--- config.mk ---
export PLATFORM = sky130hd
export DESIGN_NAME = led7seg_scan
export DESIGN_NICKNAME = d
export VERILOG_FILES = /design/src/rtl/led7seg_pkg.sv /design/src/rtl/led7seg_decode.sv /design/src/rtl/led7seg_scan.sv
export SDC_FILE = /design/constraint.sdc
export NUM_CORES = 1
export LEC_CHECK = 0
export CAP_MARGIN = 20
export CORE_UTILIZATION = 45
export DETAILED_ROUTE_END_ITERATION = 6
export GPL_TIMING_DRIVEN = 0
export HOLD_SLACK_MARGIN = 0.02
export PLACE_DENSITY_LB_ADDON = 0.1
export SLEW_MARGIN = 30
export SYNTH_ARGS = -nofsm -noshare
export SYNTH_HDL_FRONTEND = slang
export SYNTH_HIERARCHICAL = 1
export SYNTH_SLANG_ARGS = --single-unit
--- constraint.sdc ---
create_clock -name I_CLK -period 2.9 [get_ports I_CLK]
set_clock_uncertainty 0.15 [all_clocks]
set_input_delay 0.29 -clock I_CLK [delete_from_list [all_inputs] [get_ports I_CLK]]
set_output_delay 0.29 -clock I_CLK [all_outputs]
set_load 0.03 [all_outputs]
--- src/rtl/led7seg_pkg.sv ---
// rtl/led7seg_pkg.sv - shared constants, glyph table and state encoding for the 4-digit scanner
package led7seg_pkg;

  localparam int NUM_DIGITS           = 4;
  localparam int DEFAULT_SCAN_DIV     = 390;
  localparam int DEFAULT_BLANK_CYCLES = 8;
  localparam int CNT_W                = 16;

  typedef enum logic {
    ST_BLANK = 1'b0,
    ST_DRIVE = 1'b1
  } scan_state_e;

  // Active-low glyphs, bit order g..a
  localparam logic [6:0] SEG_BLANK = 7'h7F;
  localparam logic [6:0] SEG_0     = 7'h40;
  localparam logic [6:0] SEG_1     = 7'h79;
  localparam logic [6:0] SEG_2     = 7'h24;
  localparam logic [6:0] SEG_3     = 7'h30;
  localparam logic [6:0] SEG_4     = 7'h19;
  localparam logic [6:0] SEG_5     = 7'h12;
  localparam logic [6:0] SEG_6     = 7'h02;
  localparam logic [6:0] SEG_7     = 7'h78;
  localparam logic [6:0] SEG_8     = 7'h00;
  localparam logic [6:0] SEG_9     = 7'h10;
  localparam logic [6:0] SEG_A     = 7'h08;
  localparam logic [6:0] SEG_B     = 7'h03;
  localparam logic [6:0] SEG_C     = 7'h46;
  localparam logic [6:0] SEG_D     = 7'h21;
  localparam logic [6:0] SEG_E     = 7'h06;
  localparam logic [6:0] SEG_F     = 7'h0E;

  typedef struct packed {
    logic [NUM_DIGITS-1:0][3:0] digits;
    logic [NUM_DIGITS-1:0]      en;
    logic [NUM_DIGITS-1:0]      dots;
  } snap_t;

endpackage

--- src/rtl/led7seg_decode.sv ---
// rtl/led7seg_decode.sv - hex nibble to active-low 7-segment glyph
module led7seg_decode
  import led7seg_pkg::*;
(
  input  logic [3:0] i_hex,
  output logic [6:0] o_seg
);

  always_comb begin
    o_seg = SEG_BLANK;
    case (i_hex)
      4'h0: o_seg = SEG_0;
      4'h1: o_seg = SEG_1;
      4'h2: o_seg = SEG_2;
      4'h3: o_seg = SEG_3;
      4'h4: o_seg = SEG_4;
      4'h5: o_seg = SEG_5;
      4'h6: o_seg = SEG_6;
      4'h7: o_seg = SEG_7;
      4'h8: o_seg = SEG_8;
      4'h9: o_seg = SEG_9;
      4'hA: o_seg = SEG_A;
      4'hB: o_seg = SEG_B;
      4'hC: o_seg = SEG_C;
      4'hD: o_seg = SEG_D;
      4'hE: o_seg = SEG_E;
      4'hF: o_seg = SEG_F;
    endcase
  end

endmodule

--- src/rtl/led7seg_scan.sv ---
// rtl/led7seg_scan.sv - time-multiplexed 4-digit 7-segment driver with per-slot blanking guard
module led7seg_scan
  import led7seg_pkg::*;
#(
  parameter int SCAN_DIV     = DEFAULT_SCAN_DIV,
  parameter int BLANK_CYCLES = DEFAULT_BLANK_CYCLES
) (
  input  logic       I_CLK,
  input  logic       I_RESET,
  input  logic [3:0] I_LED7SEG3,
  input  logic [3:0] I_LED7SEG2,
  input  logic [3:0] I_LED7SEG1,
  input  logic [3:0] I_LED7SEG0,
  input  logic [3:0] I_LEDDRVEN,
  input  logic [3:0] I_LEDDOTS,
  output logic [6:0] O_SEG,
  output logic       O_DP,
  output logic [3:0] O_AN,
  output logic       O_FRAME
);

  generate
    if (BLANK_CYCLES < 1 || SCAN_DIV < BLANK_CYCLES + 1 || SCAN_DIV > 65535) begin : g_bad_params
      $error("led7seg_scan: illegal SCAN_DIV/BLANK_CYCLES combination");
    end
  endgenerate

  localparam logic [CNT_W-1:0] CNT_LAST = CNT_W'(SCAN_DIV - 1);
  localparam logic [CNT_W-1:0] CNT_BLNK = CNT_W'(BLANK_CYCLES);

  logic [CNT_W-1:0] cnt_q, cnt_d;
  logic [1:0]       digit_q, digit_d;
  snap_t            snap_q, snap_d;
  scan_state_e      state_q, state_d;
  logic [3:0]       an_q, an_d;
  logic [6:0]       seg_q, seg_d;
  logic             dp_q, dp_d;
  logic             frame_q, frame_d;
  logic             frame_start;
  logic [6:0]       dec_seg;

  led7seg_decode u_decode (
    .i_hex (snap_q.digits[digit_q]),
    .o_seg (dec_seg)
  );

  always_ff @(posedge I_CLK or posedge I_RESET) begin
    if (I_RESET) state_q <= ST_BLANK;
    else         state_q <= state_d;
  end

  // State tracks the next counter value so it stays aligned with cnt_q
  always_comb begin
    state_d = (cnt_d < CNT_BLNK) ? ST_BLANK : ST_DRIVE;
  end

  always_comb begin
    an_d    = 4'b1111;
    seg_d   = SEG_BLANK;
    dp_d    = 1'b1;
    frame_d = frame_start;
    if (state_q == ST_DRIVE && snap_q.en[digit_q]) begin
      an_d[digit_q] = 1'b0;
      seg_d         = dec_seg;
      dp_d          = ~snap_q.dots[digit_q];
    end
  end

  always_comb begin
    frame_start = (cnt_q == '0) && (digit_q == 2'd0);
    if (cnt_q == CNT_LAST) begin
      cnt_d   = '0;
      digit_d = digit_q + 2'd1;
    end else begin
      cnt_d   = cnt_q + 16'd1;
      digit_d = digit_q;
    end
    snap_d = snap_q;
    if (frame_start) begin
      snap_d.digits = {I_LED7SEG3, I_LED7SEG2, I_LED7SEG1, I_LED7SEG0};
      snap_d.en     = I_LEDDRVEN;
      snap_d.dots   = I_LEDDOTS;
    end
  end

  always_ff @(posedge I_CLK or posedge I_RESET) begin
    if (I_RESET) begin
      cnt_q   <= '0;
      digit_q <= 2'd0;
      snap_q  <= '0;
      an_q    <= 4'b1111;
      seg_q   <= SEG_BLANK;
      dp_q    <= 1'b1;
      frame_q <= 1'b0;
    end else begin
      cnt_q   <= cnt_d;
      digit_q <= digit_d;
      snap_q  <= snap_d;
      an_q    <= an_d;
      seg_q   <= seg_d;
      dp_q    <= dp_d;
      frame_q <= frame_d;
    end
  end

  assign O_AN    = an_q;
  assign O_SEG   = seg_q;
  assign O_DP    = dp_q;
  assign O_FRAME = frame_q;

endmodule

==> results_dict.tcl <==
set metrics [dict create \
    status "finished, final reports clean" \
    synthMuxAreaShare_pct 20.1 \
    synth_fa_ha_area_share_pct 5.93 \
    clk_pin_slew_ps 90 \
    holdWs_ps 117 \
    maxCapViolCount 0 \
    cts_buffers 5 \
    synth_flop_cell "dfrtp_1" \
    syn-instance-count 229 \
    clock_sinks 56 \
    vias_per_cell 5.07 \
    num_rows 29 \
    use_met1_pct 21.9 \
    start_util_pct 46.5 \
    grt_pass1_wl_um 8950 \
    grt_most_used_layer "met2" \
    cts.repair.resized 0 \
    hp-class "input port to asynchronous set/reset pin" \
    setup-tns-final_ps 0 \
    synth_warnings 6 \
    worst_slew_pin_slew_ps 602 \
    clk_latency_ps 300 \
    synth_top_area_share_pct 37.3 \
    setup_violations 0 \
    hold_violations 0 \
    place_congestion 0.793 \
    arrival_ps 2610 \
    wl_per_cell_um 13.9 \
    synth_edf_count 0 \
    final_core_util_pct 55.8 \
    path_max_fanout 8 \
    clock_path_buffers 2 \
    setup.worst_path.end_class "flip-flop" \
    p_per_area_nw_per_um2 401 \
    cts-root-buf "clkbuf_8" \
    synth_seq_cells 56 \
    yosys.area_share.simple_pct 13.6 \
    gr-total-overflow 0 \
    max-vdd-ir-drop_uv 181 \
    grt_max_degree 40 \
    p_switching_w 0.000325 \
    synth_top_area_cell "dfrtp_1" \
    yosysMostFrequentCell "dfrtp_1" \
    grt_usage_pct 16.1 \
    synth_fp_nets 269 \
    grt_pass1_vias 1915 \
    seq_power_share_pct 57.9 \
    combPwrFrac_pct 11.5 \
    syn2layout_area_growth_pct 20.0 \
    synth_compound_area_share_pct 2.29 \
    cts_htree_levels 2 \
    path_class "flip-flop to flip-flop" \
    p_int_w 0.00110 \
    synth_top_family_by_area "multiplexers" \
    synth_xor_xnor_area_share_pct 5.04 \
    fmax_mhz 395 \
    fp.dieH_um 83.0 \
    antenna_left 0 \
    vias 1791 \
    met2_usage_pct 26.8 \
    die_w_um 83.0 \
    portBuffers 38 \
    synthTopCellsByCount "dfrtp_1 (44), mux2_4 (21), ha_1 (14), xnor2_1 (14)" \
    maxSlewViolCount 0 \
    gr-usage-met3_pct 2.98 \
    critPathRequiredTime_ps 2980 \
    cts_setup_buffers 0 \
    max_slew_margin_pct 59.5 \
    synth.area.top_cells "dfrtp_1 (37%), dfstp_2 (11%), mux2_4 (11%)" \
    sw_frac_of_total_pct 22.8 \
    cts_tree "done" \
    antenna_found_initial 0 \
    post-route-period-util_pct 87.3 \
    async_flop_share_pct 100 \
    drt_iter0_markers 72 \
    p_clk_share_pct 30.5 \
    fp.coreArea_um2 6350 \
    drt_pre_antenna_iters 4 \
    p_leak_nw 1.52 \
    synth_area_um2 2950 \
    synth.distinct_cells 43 \
    startpoint_type "flip-flop" \
    num_antenna_cells 0 \
    layout.nets 315 \
    syn_avg_cell_area_um2 12.9 \
    dp_hpwl_um 3620 \
    design.portCount 39 \
    drc 0 \
    period_needed_ps 2530 \
    rsz0062_at_grt "no" \
    seq_area_frac_synth_pct 48.0 \
    holdBufCountCts 0 \
    wl_um 4920 \
    die_area_um2 6890 \
    drive_above_1_share_pct 24.3 \
]
-- layer usage --
layer	wire (um)	vias up
li1	-	878
met1	2490	878
met2	2260	29
met3	118	6
met4	52	0
met5	0	-
-- stage by stage --
stage               setup WS (ps)  total power, W  cells  cell area [um^2]
global placement             75.5        0.000999    344              3430
floorplan                     603        0.000933    229              2950
global route                  210         0.00150    353              3540
detailed placement            285         0.00101    345              3450
CTS                           266         0.00145    353              3540
finish                        369         0.00142    353              3540
-- worst max-delay path: stages (launching register included) --
cell and delay [ps]:
dfrtp_1 380, clkbuf_1 430, mux4_2 420, inv_1 120
ha_1 290, inv_1 40, mux4_1 470, nand2b_1 150
-- area by class of cell --
cell class	count	area, um^2
multi-input combinational	149	1390
buffer	13	106
fill	563	2810
tap	77	96.3
inverter	11	43.8
clock buffer	6	82.6
sequential	56	1420
timing repair buffer	39	400
clock inverter	2	10.0
-- power groups by stage --
stage,clock network [W],logic [W],registers (W)
final,0.000435,0.000164,0.000824
after global routing,0.000493,0.000179,0.000828
after CTS,0.000455,0.000167,0.000825
after detailed placement,0,0.000166,0.000839
after global placement,0,0.000160,0.000839
after floorplan,0,0.0000765,0.000857
-- registers in the layout (all words and copies together) (netlist names) --
| signal | flops |
|---|---|
| cnt_q | 16 |
| O_SEG | 7 |
| O_FRAME | 1 |
| O_DP | 1 |
| O_AN | 4 |
| snap_q | 24 |
| digit_q | 2 |
| state_q | 1 |
-- placed cells by master, fill, tap and decap left out, drive strengths merged, types with 2 or more instances in the layout --
master / count
and2: 4
dfrtp: 44
dfstp: 12
mux2i: 5
clkdlybuf4s50: 38
buf: 8
inv: 11
nand3: 10
nor4: 3
xnor2: 14
nand2: 12
xor2: 3
mux4: 7
mux2: 27
clkbuf: 12
ha: 14
nand4: 2
nor3: 4
clkinv: 2
or3: 2
and3: 3
nor2: 12
nand2b: 10
and4: 3
-- worst paths after layout --
check                                         to                   start  slack (ps)  cells after the start
min in group I_CLK         snap_q[8]$_DFFE_PP0P_   snap_q[8]$_DFFE_PP0P_         360                      1
hold reg to reg            snap_q[8]$_DFFE_PP0P_   snap_q[8]$_DFFE_PP0P_         360                      1
setup / recovery              O_SEG[3]$_DFF_PP1_  digit_q[1]$_DFFE_PP0N_         370                      7
setup reg to reg              O_SEG[3]$_DFF_PP1_  digit_q[1]$_DFFE_PP0N_         370                      7
hold / removal             snap_q[1]$_DFFE_PP0P_                 I_RESET         120                      2
max in group asynchronous      O_AN[0]$_DFF_PP1_                 I_RESET        1970                      3
-- cell families after synthesis --
group	after synthesis
AOI/OAI and AO/OA	9
muxes	39
xor gates and xnor gates	17
buffers and inverters	24
DFF	56
adders and majority gates	14
and+or+nand+nor	70
(Power assumes the default switching activity.)
